`src/rtl/pipe_hazard_ctrl.sv`:
```
`default_nettype none
// ============================================================================
// Module      : pipe_hazard_ctrl
// Description : Hazard and pipeline-control unit for the 5-stage RV32 core.
//               Produces EX operand-forwarding selects, load-use and
//               non-ALU-result stalls, branch/jump flushes, a fixed-latency
//               data-memory wait sequence, and a saturating stall counter.
// Revision    : 1.0 - initial release
// ============================================================================
module pipe_hazard_ctrl #(
    parameter int AW      = 5,
    parameter int NRS     = 2,
    parameter int MEM_LAT = 2,
    parameter int CNT_W   = 32
) (
    input  logic                 clk,
    input  logic                 rst,
    input  logic [NRS*AW-1:0]    rs_IfId,
    input  logic [NRS*AW-1:0]    rs_IdEx,
    input  logic [AW-1:0]        rd_IdEx,
    input  logic [AW-1:0]        rd_ExMem,
    input  logic [AW-1:0]        rd_MemWB,
    input  logic                 reg_write_IdEx,
    input  logic                 reg_write_ExMem,
    input  logic                 reg_write_MemWB,
    input  logic [1:0]           result_src_IdEx,
    input  logic [1:0]           result_src_ExMem,
    input  logic                 mreq_ExMem,
    input  logic                 pc_src_E,
    output logic [NRS*2-1:0]     forward,
    output logic                 en_pc,
    output logic                 en_IfId,
    output logic                 en_IdEx,
    output logic                 en_ExMem,
    output logic                 en_MemWB,
    output logic                 flush_IfId,
    output logic                 flush_IdEx,
    output logic                 flush_ExMem,
    output logic                 mem_done,
    output logic [CNT_W-1:0]     stall_cycles
);

    // Wait-counter width; kept at least one bit so MEM_LAT=0 still elaborates.
    localparam int c_CW = (MEM_LAT > 0) ? $clog2(MEM_LAT + 1) : 1;
    localparam logic [c_CW-1:0] c_LAT_M1 = (MEM_LAT > 0) ? c_CW'(MEM_LAT - 1) : '0;
    localparam logic [c_CW-1:0] c_ONE    = c_CW'(1);
    localparam logic [CNT_W-1:0] c_CNT_ONE = CNT_W'(1);

    localparam logic [0:0] c_IDLE = 1'b0;
    localparam logic [0:0] c_WAIT = 1'b1;

    localparam logic [1:0] c_SRC_ALU  = 2'b00;
    localparam logic [1:0] c_SRC_LOAD = 2'b01;

    localparam logic [1:0] c_FWD_REG = 2'b00;
    localparam logic [1:0] c_FWD_EXM = 2'b01;
    localparam logic [1:0] c_FWD_WB  = 2'b10;

    logic [0:0]       r_state;
    logic [c_CW-1:0]  r_cnt;
    logic [CNT_W-1:0] r_stall;

    logic [NRS-1:0] w_exmem_hit;
    logic [NRS-1:0] w_memwb_hit;
    logic [NRS-1:0] w_ld_hit;

    logic w_ex_hold;
    logic w_load_use;
    logic w_branch;
    logic w_mem_wait;
    logic w_mem_done;

    // Per-operand register matching; register x0 never counts as a match.
    genvar gi;
    generate
        for (gi = 0; gi < NRS; gi++) begin : g_op
            logic [AW-1:0] w_rs_ex;
            logic [AW-1:0] w_rs_id;
            assign w_rs_ex = rs_IdEx[gi*AW +: AW];
            assign w_rs_id = rs_IfId[gi*AW +: AW];

            assign w_exmem_hit[gi] = reg_write_ExMem && (rd_ExMem != '0) && (rd_ExMem == w_rs_ex);
            assign w_memwb_hit[gi] = reg_write_MemWB && (rd_MemWB != '0) && (rd_MemWB == w_rs_ex);
            assign w_ld_hit[gi]    = (rd_IdEx != '0) && (rd_IdEx == w_rs_id);

            // ExMem can only forward an ALU result; other result kinds
            // are not ready until WB and trigger ex_hold instead.
            always_comb begin
                forward[gi*2 +: 2] = c_FWD_REG;
                if (rst) begin
                    forward[gi*2 +: 2] = c_FWD_REG;
                end else if (w_exmem_hit[gi] && (result_src_ExMem == c_SRC_ALU)) begin
                    forward[gi*2 +: 2] = c_FWD_EXM;
                end else if (w_memwb_hit[gi]) begin
                    forward[gi*2 +: 2] = c_FWD_WB;
                end
            end
        end
    endgenerate

    assign w_ex_hold  = (result_src_ExMem != c_SRC_ALU) && (|w_exmem_hit);
    assign w_load_use = reg_write_IdEx && (result_src_IdEx == c_SRC_LOAD) && (|w_ld_hit);
    assign w_branch   = pc_src_E;

    // Memory wait: stall while the access is outstanding, release for one
    // cycle once the down-counter has drained.
    always_comb begin
        w_mem_wait = 1'b0;
        w_mem_done = 1'b0;
        if (!rst) begin
            if (r_state == c_IDLE) begin
                if (mreq_ExMem) begin
                    if (MEM_LAT > 0) begin
                        w_mem_wait = 1'b1;
                    end else begin
                        w_mem_done = 1'b1;
                    end
                end
            end else begin
                if (r_cnt != '0) begin
                    w_mem_wait = 1'b1;
                end else begin
                    w_mem_done = 1'b1;
                end
            end
        end
    end

    assign mem_done = w_mem_done;

    // Memory-wait FSM state and down-counter.
    always_ff @(posedge clk) begin
        if (rst) begin
            r_state <= c_IDLE;
            r_cnt   <= '0;
        end else begin
            case (r_state)
                c_IDLE: begin
                    if (mreq_ExMem && (MEM_LAT > 0)) begin
                        r_state <= c_WAIT;
                        r_cnt   <= c_LAT_M1;
                    end
                end
                default: begin
                    if (r_cnt != '0) begin
                        r_cnt <= r_cnt - c_ONE;
                    end else begin
                        r_state <= c_IDLE;
                    end
                end
            endcase
        end
    end

    // Enables and flushes, resolved by priority:
    // mem_wait > ex_hold > branch > load_use > default.
    always_comb begin
        en_pc       = 1'b1;
        en_IfId     = 1'b1;
        en_IdEx     = 1'b1;
        en_ExMem    = 1'b1;
        en_MemWB    = 1'b1;
        flush_IfId  = 1'b0;
        flush_IdEx  = 1'b0;
        flush_ExMem = 1'b0;
        if (rst) begin
            flush_IfId  = 1'b1;
            flush_IdEx  = 1'b1;
            flush_ExMem = 1'b1;
        end else if (w_mem_wait) begin
            // Freeze everything; MemWB re-writes the same value, harmlessly.
            en_pc    = 1'b0;
            en_IfId  = 1'b0;
            en_IdEx  = 1'b0;
            en_ExMem = 1'b0;
            en_MemWB = 1'b0;
        end else if (w_ex_hold) begin
            // Hold EX one cycle and bubble ExMem; the producer then reaches
            // MemWB and forwards from there. A pending branch waits in EX.
            en_pc       = 1'b0;
            en_IfId     = 1'b0;
            en_IdEx     = 1'b0;
            flush_ExMem = 1'b1;
        end else if (w_branch) begin
            // Target loads into PC; the two younger instructions are killed,
            // which also disposes of any coincident load-use.
            flush_IfId = 1'b1;
            flush_IdEx = 1'b1;
        end else if (w_load_use) begin
            en_pc      = 1'b0;
            en_IfId    = 1'b0;
            flush_IdEx = 1'b1;
        end
    end

    // Saturating count of cycles in which the PC did not advance.
    always_ff @(posedge clk) begin
        if (rst) begin
            r_stall <= '0;
        end else if (!en_pc && (r_stall != '1)) begin
            r_stall <= r_stall + c_CNT_ONE;
        end
    end

    assign stall_cycles = r_stall;

endmodule
`default_nettype wire
```
`config.mk`:
```
export PLATFORM = sky130hd
export DESIGN_NAME = pipe_hazard_ctrl
export DESIGN_NICKNAME = d
export VERILOG_FILES = /design/src/rtl/pipe_hazard_ctrl.sv
export SDC_FILE = /design/constraint.sdc
export NUM_CORES = 1
export LEC_CHECK = 0
export ABC_AREA = 1
export BUFFER_PORTS_ARGS = -buffer_cell sky130_fd_sc_hd__buf_2
export CORE_MARGIN = 1.5
export CORE_UTILIZATION = 52
export DETAILED_ROUTE_END_ITERATION = 6
export GPL_ROUTABILITY_DRIVEN = 0
export PLACE_DENSITY = 0.81
export SETUP_SLACK_MARGIN = 0.5
export SYNTH_ARGS = -nofsm -noshare
export SYNTH_HDL_FRONTEND = slang
export SYNTH_SLANG_ARGS = --single-unit
```
`constraint.sdc`:
```
create_clock -name clk -period 2.2 [get_ports clk]
set_clock_uncertainty 0.2 [all_clocks]
set_input_delay 0.22 -clock clk [delete_from_list [all_inputs] [get_ports clk]]
set_output_delay 0.22 -clock clk [all_outputs]
set_load 0.03 [all_outputs]
```
# == Word-level counts from Yosys, hierarchy flattened ==
# Index checks and enable logic that the tools add are counted.
# op_classes
muxes,38
n_eq_ne,9
reduce_logical,25
add_sub_neg,2
# ops
op,count
$add 32x1->32 const B,1
$ne 32x32->1 const B,1
$eq 5x5->1,6
$mux 1,29
$mux 2,9
$reduce_bool 5->1,3
$logic_and 1x1->1,14
$reduce_bool 2->1,3
$reduce_or 2->1,2
$eq 2x1->1 const B,1
$logic_not 2->1,1
$ne 2x1->1 const B,1
$reduce_and 2->1,1
$sub 2x1->2 const B,1
$logic_not 1->1,1
# word_totals
register_bits,35
output_inout_bits,45
input_bits,46

# == Depth between registers and ports, before layout ==
# Gate-level depths: netlist of the first run.
# depth
depth_word,11
depth_mapped,13
depth_no_buf,13

# == Worst setup path before layout of the first run ==
# No wires, ideal clock.
# synth_timing
path_type,reg2out
start,register r_cnt[0]
end,output en_pc
arrival_ps,1918
stages_incl_launch_ff,11
required_time_ps,1780
slack_ps,-138
path_cell_list,dfxtp_1 inv_1 ha_1 nand2_1 o21ai_1 nor2_1 inv_2 nand3_2 clkbuf_1 nand2_1 buf_4
# synth_between
elab_chain_cells,6
# synth_lines
item,line_no,text
start: declaration,60,logic [c_CW-1:0] r_cnt;
start signal: assignment,141,r_cnt <= c_LAT_M1;
start signal: assignment,146,r_cnt <= r_cnt - c_ONE;
$reduce_bool 2->1,120,if (r_cnt != '0) begin
$mux 1,120,
$mux 1,111,if (r_state == c_IDLE) begin
$mux 1,-,
net w_mem_wait,70,logic w_mem_wait;
$mux 1 (2 in series),-,
end: declaration,31,"output logic en_pc,"
# The timed path passes the listed nets, and every way through them passes these cells.

# == Worst setup path in the final report of the first run ==
# layout_timing
start,register r_cnt[0]
end,register r_stall[30] (netlist: stall_cycles[30])
# layout_between
elab_chain_cells,8
# layout_lines
item,line_no,text
$reduce_bool 2->1,120,
$mux 1,120,
$mux 1,111,
$mux 1,-,
net w_mem_wait,70,
$mux 1,170,end else if (w_mem_wait) begin
$mux 1,166,if (rst) begin
$logic_not 1->1,200,end else if (!en_pc && (r_stall != '1)) begin
$logic_and 1x1->1,200,
end signal: assignment,201,r_stall <= r_stall + c_CNT_ONE;
end: declaration,61,logic [CNT_W-1:0] r_stall;
# The timed path passes the listed nets, and every way through them passes these cells.
# A chain may end at the register's enable or synchronous reset.

==> results of run 1 <==
[layout by cell type (no fill, tap or decap), types with 6 or more instances in the layout]
master,count
sky130_fd_sc_hd__nand3b_1,6
sky130_fd_sc_hd__dfxtp_1,12
sky130_fd_sc_hd__a21oi_1,20
sky130_fd_sc_hd__nand4_1,37
sky130_fd_sc_hd__nor2_1,41
sky130_fd_sc_hd__nand2_2,6
sky130_fd_sc_hd__nor2_2,7
sky130_fd_sc_hd__inv_2,12
sky130_fd_sc_hd__nor3_1,7
sky130_fd_sc_hd__xnor2_1,9
sky130_fd_sc_hd__nand3_1,11
sky130_fd_sc_hd__nor2_4,9
sky130_fd_sc_hd__buf_4,24
sky130_fd_sc_hd__nor3_2,8
sky130_fd_sc_hd__xor2_1,29
sky130_fd_sc_hd__a21oi_2,12
sky130_fd_sc_hd__buf_6,23
sky130_fd_sc_hd__dfxtp_2,20
sky130_fd_sc_hd__buf_2,71
sky130_fd_sc_hd__nand2_4,12
sky130_fd_sc_hd__nand2_1,113
sky130_fd_sc_hd__inv_1,38
[report_power, final]
group / internal [mW] / switching, mW
combinational: 0.236 / 0.278
sequential: 0.640 / 0.0120
clock: 0.223 / 0.253
[path summary, 6_finish.rpt]
kind,start,to,slack (ns),depth (start not counted)
setup / recovery,r_cnt[0]$_SDFFE_PP0P_,stall_cycles[30]$_SDFFE_PP0P_,0.08,13
hold reg to reg,r_cnt[1]$_SDFFE_PP0P_,r_cnt[1]$_SDFFE_PP0P_,0.27,2
setup reg to reg,r_cnt[0]$_SDFFE_PP0P_,stall_cycles[30]$_SDFFE_PP0P_,0.08,13
hold / removal,rst,r_state$_DFF_P_,0.21,4
[logic make-up (layout without fill, tap and decap cells)]
kind of cell               Yosys count  in the layout  synth area share (%)
AOI/OAI and AO/OA                   44             44                  7.91
xor gates and xnor gates            41             41                  12.5
adders and majority gates            2              2                 0.869
buffers and inverters               70            188                  10.5
DFF                                 35             35                  24.3
and+or+nand+nor                    274            274                  43.9
[cells in the mapped netlist]
library cell | count | area share (%)
sky130_fd_sc_hd__ha_1 | 2 | 0.87
sky130_fd_sc_hd__a2111oi_0 | 1 | 0.30
sky130_fd_sc_hd__xor2_1 | 29 | 8.8
sky130_fd_sc_hd__nand3_4 | 1 | 0.61
sky130_fd_sc_hd__nand3_1 | 13 | 2.3
sky130_fd_sc_hd__or2_2 | 3 | 0.65
sky130_fd_sc_hd__nor2_2 | 2 | 0.43
sky130_fd_sc_hd__dfxtp_1 | 35 | 24
sky130_fd_sc_hd__o21ai_1 | 1 | 0.17
sky130_fd_sc_hd__nor3_1 | 14 | 2.4
sky130_fd_sc_hd__nor2_4 | 1 | 0.39
sky130_fd_sc_hd__and3_1 | 1 | 0.22
sky130_fd_sc_hd__nand2_1 | 132 | 17
sky130_fd_sc_hd__nor3_2 | 2 | 0.70
sky130_fd_sc_hd__buf_4 | 2 | 0.52
sky130_fd_sc_hd__a21oi_1 | 33 | 5.7
sky130_fd_sc_hd__and3b_1 | 1 | 0.30
sky130_fd_sc_hd__o21ai_0 | 8 | 1.4
sky130_fd_sc_hd__inv_2 | 7 | 0.91
sky130_fd_sc_hd__nand3b_1 | 6 | 1.6
sky130_fd_sc_hd__nand3_2 | 4 | 1.4
sky130_fd_sc_hd__nand4_1 | 37 | 8.0
sky130_fd_sc_hd__buf_6 | 4 | 1.6
sky130_fd_sc_hd__buf_1 | 3 | 0.39
sky130_fd_sc_hd__xnor2_1 | 12 | 3.7
sky130_fd_sc_hd__inv_1 | 44 | 5.7
sky130_fd_sc_hd__a22o_1 | 1 | 0.30
sky130_fd_sc_hd__or2_1 | 1 | 0.22
sky130_fd_sc_hd__buf_2 | 2 | 0.35
sky130_fd_sc_hd__nor2_1 | 54 | 7.0
sky130_fd_sc_hd__clkbuf_1 | 8 | 1.0
sky130_fd_sc_hd__nor4_1 | 2 | 0.43
[sequential cells by signal, summed over array words and instances (netlist names)]
signal / flops
stall_cycles: 32
r_cnt: 2
r_state: 1
[repair_timing]
action / in CTS / in global routing
cloned: 2 / 1
resized for setup: 58 / 92
pin swaps: 14 / 26
setup endpoints to repair: 44 / 45
buffers inserted: 15 / 11
[through the flow]
step,instance area [µm²],util [%],instances
floorplan,3000,-,466
global placement,3490,66.7,617
detailed placement,3490,66.7,617
CTS,3970,75.8,642
global route,4430,84.6,654
finish,4430,84.6,654
[tightest hold or removal path: cells and delay by family]
family	cells	cell delay (ns)
buffers and inverters	3	0.40
and+or+nand+nor	1	0.05
[layer usage]
layer  vias to the layer above  routed length [µm]  track usage [%]
met5                         -                   0                0
met4                         0                 774             15.6
met3                       102                1260             8.00
met2                       362                5750             58.7
met1                      1820                4240             37.8
li1                       1758                   -                -
[area by class of cell]
type	instances	area (µm²)
tap	70	87.6
timing repair buffer	129	1020
fill	286	806
multi-input combinational	361	2310
clock inverter	1	5.00
sequential	35	737
clock buffer	7	76.3
inverter	51	194
==> results.md, run 1 <==
Drt:
- The count of nets left with antenna violations after detail routing is 0.
- The number of DRC markers in iteration 0 is between 400 and 500.
- The via density per instance is between 6 and 7.
- After detailed routing, the number of remaining DRC violations is 0.
- The average wire length per cell after detail routing is approximately 18 µm.
- The total via count in the routed design is around 4.0k.
- After detailed routing, the total wire length is between 10000 and 15000 µm.
- The number of search-and-repair iterations in the first detailed-routing pass is 7.

Timing:
- The number of hold-slack violations in the final timing report is 0.
- Hold timing on the final database bottoms out at a slack of just over 0.2 ns.
- Setup repair after global routing could not meet its margin everywhere.
- The setup TNS is 0 ns.
- Setup violations remaining at the end of the flow were counted as 0.
- The transition time at the pin with the least slew margin is between 0.4 and 0.5 ns.
- The post-route clock period utilization is 96.3%.
- The tightest slew margin relative to the limit is around two thirds.
- The upper clock frequency limit is about 470 MHz.
- The number of max-slew violations in the final report is 0.
- After layout, the worst setup slack is slightly above 0.08 ns.
- The worst path in the final design needs a cycle of 2.12 ns, including I/O delays and setup.

Placement:
- The detailed placer's ending HPWL is ~6300 µm.
- Before CTS, the worst setup slack after placement is roughly 0.18 ns.
- The total of buffers placed on input and output ports is 90.

Global routing:
- The first-pass GRT wire length is around 16000 µm.
- Across every metal layer, demand over resource in global routing totals 33.4%.
- The global-route congestion overflow total is 0.
- The maximum number of pins on one net before global-route repair is 39.
- The initial antenna violation count was 0.
- The via count of the first global-routing pass is roughly 3.4k.

CTS:
- The clock transition at the registers of the reported paths is 0.08 ns.
- Hold repair after CTS inserted 0 buffers.
- The clock buffer count from CTS is 5.
- The CTS sink count is 35.
- TritonCTS built the clock tree.
- The number of H-tree levels is 2.
- The worst-case clock buffer depth is 2.
- Clock latency on the worst-skew pair, taken at its later pin, is around 0.30 ns.
- The clock root buffer is sky130_fd_sc_hd__clkbuf_8.

Setup path:
- The number of buffers and inverters on the critical path is 5.
- The data arrival time of the critical path is roughly 2.1 ns.
- On the critical path the largest part of the delay comes from buffers and inverters.
- The maximum fanout encountered on the critical timing path is 6.
- Among all stages on the critical path, the largest delay is contributed by sky130_fd_sc_hd__dfxtp_2.
- The startpoint type of the worst setup path is a flip-flop.
- The largest stage delay on the critical path is 0.36 ns.
- The cell repeated most along the worst path is sky130_fd_sc_hd__nand3_4.
- The data required time of the worst path is between 2 and 2.5 ns.
- STA classifies the critical path endpoint as a flip-flop.
- Traced cell by cell, the critical path runs through inv_2 -> ha_4 -> nand2_4 -> o21ai_4 -> nor2_4 -> inv_4 -> nand3_4 -> buf_6 -> nand3_4 -> buf_12 -> buf_16 -> nand2_1 -> a21oi_1.
- The critical path is of the flip-flop to flip-flop type.

Die:
- The number of I/O pins is ~90.
- The overall die height is roughly 77 µm.
- The die covers 5990 µm².
- The floorplan step set the die width to roughly 77 µm.
- The core region is 5240 µm².
- The number of rows in the core area is 26.
- For this configuration, the core starts out at a cell density of 55.0%.

Hold path:
- The worst hold path belongs to the class input port to flip-flop.

Synthesis:
- After synthesis, flip-flops and latches occupy around 24% of the total area.
- The instance count of the mapped netlist is 466.
- The number of distinct library cells after synthesis is 32.
- The Yosys step of the flow raised 0 warnings.
- The flip-flop and latch count after synthesis is 35.
- The average footprint of a synthesized cell is between 6 and 7 µm².
- The synthesized netlist occupies a cell area of ~2900 µm².
- The net count after synthesis is between 500 and 600.

Pwr:
- VDD sags by at most 0.307 mV.
- For this design the static power due to leakage is 1.93 nW.
- Total power for the finished layout comes to 1.64 mW.
- The power per cell area is between 300 and 400 nW/µm².

Layout:
- For this run, the post-layout net count is about 630.
- The signed area change from the synthesized netlist to the final layout is 53.9%.
- The antenna diode instance count is 0.
- In the final layout, the share of cells above drive strength 1 is 42.5%.

Flow run:
- The number of max-capacitance violations reported is 0.

Run status:
- The run finished with clean final reports.
Note: power is estimated with default switching activity, not from simulation.
==> run 2, diff against run 1 <==
Settings changed: REMOVE_ABC_BUFFERS set to 1.
==> run 2 against run 1 <==
  * Clock power decreased by 4.6%
  * Worst setup slack improved by 0.10 ns
  * Total power decreased by 6.8%
  * Worst hold slack got worse by 0.16 ns
  * Combinational power decreased by 17%
  * Sequential cell count unchanged
  * Largest cell class unchanged
==> results.md, run 2 (same netlist as run 1, synthesis figures left out) <==
Layout:
- The number of nets at the end of the flow was 625 (was 631).
- The number of flip-flops in the largest register is 32 (unchanged).
- The fraction of layout instances using a drive strength above 1 was 42.2% (was 42.5%).
- The multi-input logic area is 2350 µm² (was 2310 µm²).
- The antenna diode instance count is 0 (unchanged).
- The fill cell instance count of the final layout was 328 (was 286).
- Top library cells by usage in the layout, fill and taps aside: sky130_fd_sc_hd__nand2_1 (109), sky130_fd_sc_hd__buf_2 (74), sky130_fd_sc_hd__nor2_1 (48) (was sky130_fd_sc_hd__nand2_1 (113), sky130_fd_sc_hd__buf_2 (71), sky130_fd_sc_hd__nor2_1 (41)).
- The sequential standard cell area came to 731 µm² (was 737 µm²).
- The commonest non-fill, non-tap cell in the layout was sky130_fd_sc_hd__nand2_1 (unchanged).
- The signed area change from the synthesized netlist to the final layout is 50.2% (was 53.9%).

Placement:
- The total of buffers placed on input and output ports was 90 (unchanged).
- The detailed placer's ending HPWL is 6260 µm (was 6320 µm).
- The post-placement worst setup slack is 0.0965 ns (was 0.176 ns).

CTS:
- The CTS sink count came to 35 (unchanged).
- The number of hold-repair buffers added at the cts stage is 0 (unchanged).
- The clock root buffer was sky130_fd_sc_hd__clkbuf_8 (unchanged).
- The clock buffer count from CTS came to 5 (unchanged).
- The clock transition at the registers of the reported paths is 0.07 ns (was 0.08 ns).
- The clock tree from TritonCTS was built (unchanged).
- The number of H-tree levels is 2 (unchanged).
- The clock network latency to the later pin of the worst-skew pair is 0.29 ns (was 0.30 ns).
- The worst-case clock buffer depth was 2 (unchanged).

Die:
- The horizontal extent of the die is 77.4 µm (unchanged).
- The overall die height is 77.4 µm (unchanged).
- The die footprint is 5990 µm² (unchanged).
- The number of rows in the core area is 26 (unchanged).
- The starting utilization of the core area came to 55.0% (unchanged).
- The number of I/O pins is 91 (unchanged).
- The total core area came to 5240 µm² (unchanged).

Drt:
- The average wire length per cell after detail routing was 16.0 µm (was 18.4 µm).
- The number of search-and-repair iterations in the first detailed-routing pass is 6 (was 7).
- The count of nets left with antenna violations after detail routing is 0 (unchanged).
- The total DRC errors in the routed layout is 0 (unchanged).
- The sum of routed wire length over all layers is 10400 µm (was 12000 µm).
- The via density per instance is 5.72 (was 6.18).
- The number of DRC markers in iteration 0 is 466 (was 498).
- The total via count in the routed design was 3705 (was 4042).

Timing:
- The upper clock frequency limit is 496 MHz (was 472 MHz).
- The final worst slack is 0.182 ns (was 0.0806 ns).
- RSZ-0062 raised after global routing: true (unchanged).
- The transition time at the pin with the least slew margin came to 0.460 ns (was 0.494 ns).
- The minimum clock period is 2.02 ns (was 2.12 ns).
- The number of setup violations in the final report is 0 (unchanged).
- The number of max-slew violations in the final report is 0 (unchanged).
- The number of hold-slack violations in the final timing report is 0 (unchanged).
- The post-route clock period utilization came to 91.7% (was 96.3%).
- The setup TNS was 0 ns (unchanged).
- The tightest slew margin relative to the limit came to 69.3% (was 67.0%).

Setup path:
- The data arrival time of the critical path is 2.03 ns (was 2.10 ns).
- The largest stage delay on the critical path came to 0.36 ns (about the same).
- The end point of the critical path is stall_cycles[21]$_SDFFE_PP0P_ (was stall_cycles[30]$_SDFFE_PP0P_).
- The terminus of the critical flop-to-flop path is stall_cycles[21]$_SDFFE_PP0P_ (was stall_cycles[30]$_SDFFE_PP0P_).
- The maximum fanout encountered on the critical timing path is 10 (was 6).
- The launch point of the critical path is stall_cycles[0]$_SDFFE_PP0P_ (was r_cnt[0]$_SDFFE_PP0P_).
- The slack of the worst reg-to-reg path is 0.18 ns (was 0.08 ns).
- The data required time of the worst path is 2.22 ns (was 2.18 ns).
- The kind of end point of the critical path is a flip-flop (unchanged).
- The cell repeated most along the worst path was sky130_fd_sc_hd__nand3_4 (unchanged).
- The startpoint type of the worst setup path is a flip-flop (unchanged).
- The category of the most critical setup path is flip-flop to flip-flop (unchanged).
- The count of cells along the worst register-to-register path came to 10 (was 13).
- Cells traversed along the worst timing path: ha_4 -> nand3_4 -> nor2_4 -> nand3_4 -> nor2_4 -> nand3_4 -> nand3_4 -> clkbuf_16 -> nand2_1 -> a21oi_1 (was inv_2 -> ha_4 -> nand2_4 -> o21ai_4 -> nor2_4 -> inv_4 -> nand3_4 -> buf_6 -> nand3_4 -> buf_12 -> buf_16 -> nand2_1 -> a21oi_1).
- The startpoint of the worst register-to-register path was stall_cycles[0]$_SDFFE_PP0P_ (was r_cnt[0]$_SDFFE_PP0P_).
- The slowest library cell on the worst path was sky130_fd_sc_hd__dfxtp_2 (unchanged).

Global routing:
- The maximum number of pins on one net before global-route repair is 39 (unchanged).
- The initial antenna violation count is 0 (unchanged).
- The via count of the first global-routing pass is 3244 (was 3429).
- The global-route congestion overflow total is 0 (unchanged).
- The total routing usage reported by global routing is 29.5% (was 33.4%).
- The first-pass GRT wire length is 14500 µm (was 15800 µm).

Pwr:
- The clock group share of total power is 29.6% (was 29.0%).
- The net switching share of the total power is 31.6% (was 33.1%).
- The worst-case vdd ir drop came to 0.241 mV (was 0.307 mV).
- The overall power is 1.53 mW (was 1.64 mW).
- The part of the total power dissipated in combinational logic was 28.0% (was 31.3%).
- The net switching power is 484 µW (was 543 µW).
- The fraction of power consumed by sequential logic is 42.4% (was 39.7%).
- The total internal power was 1.05 mW (was 1.10 mW).
- The power per cell area was 354 nW/µm² (was 370 nW/µm²).
- The leakage power is 1.95 nW (was 1.93 nW).

Run status:
- Status: finished, final reports clean (unchanged).

Flow run:
- The number of max-capacitance violations reported is 0 (unchanged).

Hold path:
- The class of the most critical hold timing path is input port to flip-flop (unchanged).
==> run 2: cell count changes in the layout (fill, tap and decap cells not counted), moves of 3 or more <==
cell                      previous run  this run
sky130_fd_sc_hd__nor3_4              1         4
sky130_fd_sc_hd__nor2_1             41        48
sky130_fd_sc_hd__nand2_4            12        20
sky130_fd_sc_hd__buf_6              23        16
sky130_fd_sc_hd__a21oi_2            12        20
sky130_fd_sc_hd__dfxtp_1            12        15
sky130_fd_sc_hd__nor2_4              9         2
sky130_fd_sc_hd__nand2_2             6         3
sky130_fd_sc_hd__buf_2              71        74
sky130_fd_sc_hd__buf_12              5         2
sky130_fd_sc_hd__inv_1              38        41
sky130_fd_sc_hd__nand2_1           113       109
sky130_fd_sc_hd__a21oi_1            20        12
sky130_fd_sc_hd__buf_4              24        27
==> run 2: metrics by stage <==
stage                     hold WS, ns  instance area [µm²]  instances  utilization [%]
final                          0.0481                 4320        648             82.6
after global routing           0.0719                 4320        648             82.6
after CTS                      0.0397                 3760        634             71.8
after detailed placement        0.274                 3390        618             64.7
after global placement          0.252                 3390        618             64.7
after floorplan                0.0891                 2770        447                -
==> run 2: how the worst min path moves through the flow <==
| stage | startpoint | endpoint | slack [ns] | depth (start not counted) |
|---|---|---|---|---|
| after floorplan | rst | r_cnt[1]$_SDFFE_PP0P_ | 0.09 | 1 |
| after global placement | r_cnt[1]$_SDFFE_PP0P_ | r_cnt[1]$_SDFFE_PP0P_ | 0.25 | 2 |
| after detailed placement | r_cnt[0]$_SDFFE_PP0P_ | r_cnt[0]$_SDFFE_PP0P_ | 0.27 | 2 |
| after CTS | rst | r_cnt[1]$_SDFFE_PP0P_ | 0.04 | 2 |
| after global routing | mreq_ExMem | r_cnt[1]$_SDFFE_PP0P_ | 0.07 | 4 |
| final | mreq_ExMem | r_cnt[0]$_SDFFE_PP0P_ | 0.05 | 3 |
==> run 2: power by group through the flow <==
stage	clock network, mW	logic [mW]	registers, mW
6_report	0.453	0.428	0.649
5_1_grt	0.472	0.459	0.650
4_1_cts	0.450	0.338	0.650
3_5_place_dp	0	0.288	0.661
3_3_place_gp	0	0.281	0.660
2_1_floorplan	0	0.155	0.667
==> run 2: per-layer routing <==
layer,track usage [%],share of wire (%)
met5,0,0
met3,5.06,9.6
met4,8.36,3.8
met2,54.4,50
met1,34.7,37
==> run 2: final cells by class <==
type                       instances  area share, %
clock buffer                       7           1.77
clock inverter                     1          0.116
inverter                          51           4.43
multi-input combinational        361           54.3
sequential                        35           16.9
tap                               70           2.03
timing repair buffer             123           20.4
==> run 2: worst max-delay path: cells and delay by family (launching register included) <==
kind | cells | cell delay [ns]
adder cells (fa/ha/maj) | 1 | 0.16
buffers and inverters | 1 | 0.19
AO/OA/AOI/OAI | 1 | 0.13
AND/OR/NAND/NOR | 7 | 0.91
flip-flops | 1 | 0.36
==> run 2: what timing repair did <==
action / CTS / global route
cloned: 0 / 3
resized for setup: 73 / 102
setup buffers: 8 / 11
setup endpoints to repair: 44 / 44
endpoints found under the hold margin: 0 / 0
pin swaps: 18 / 25
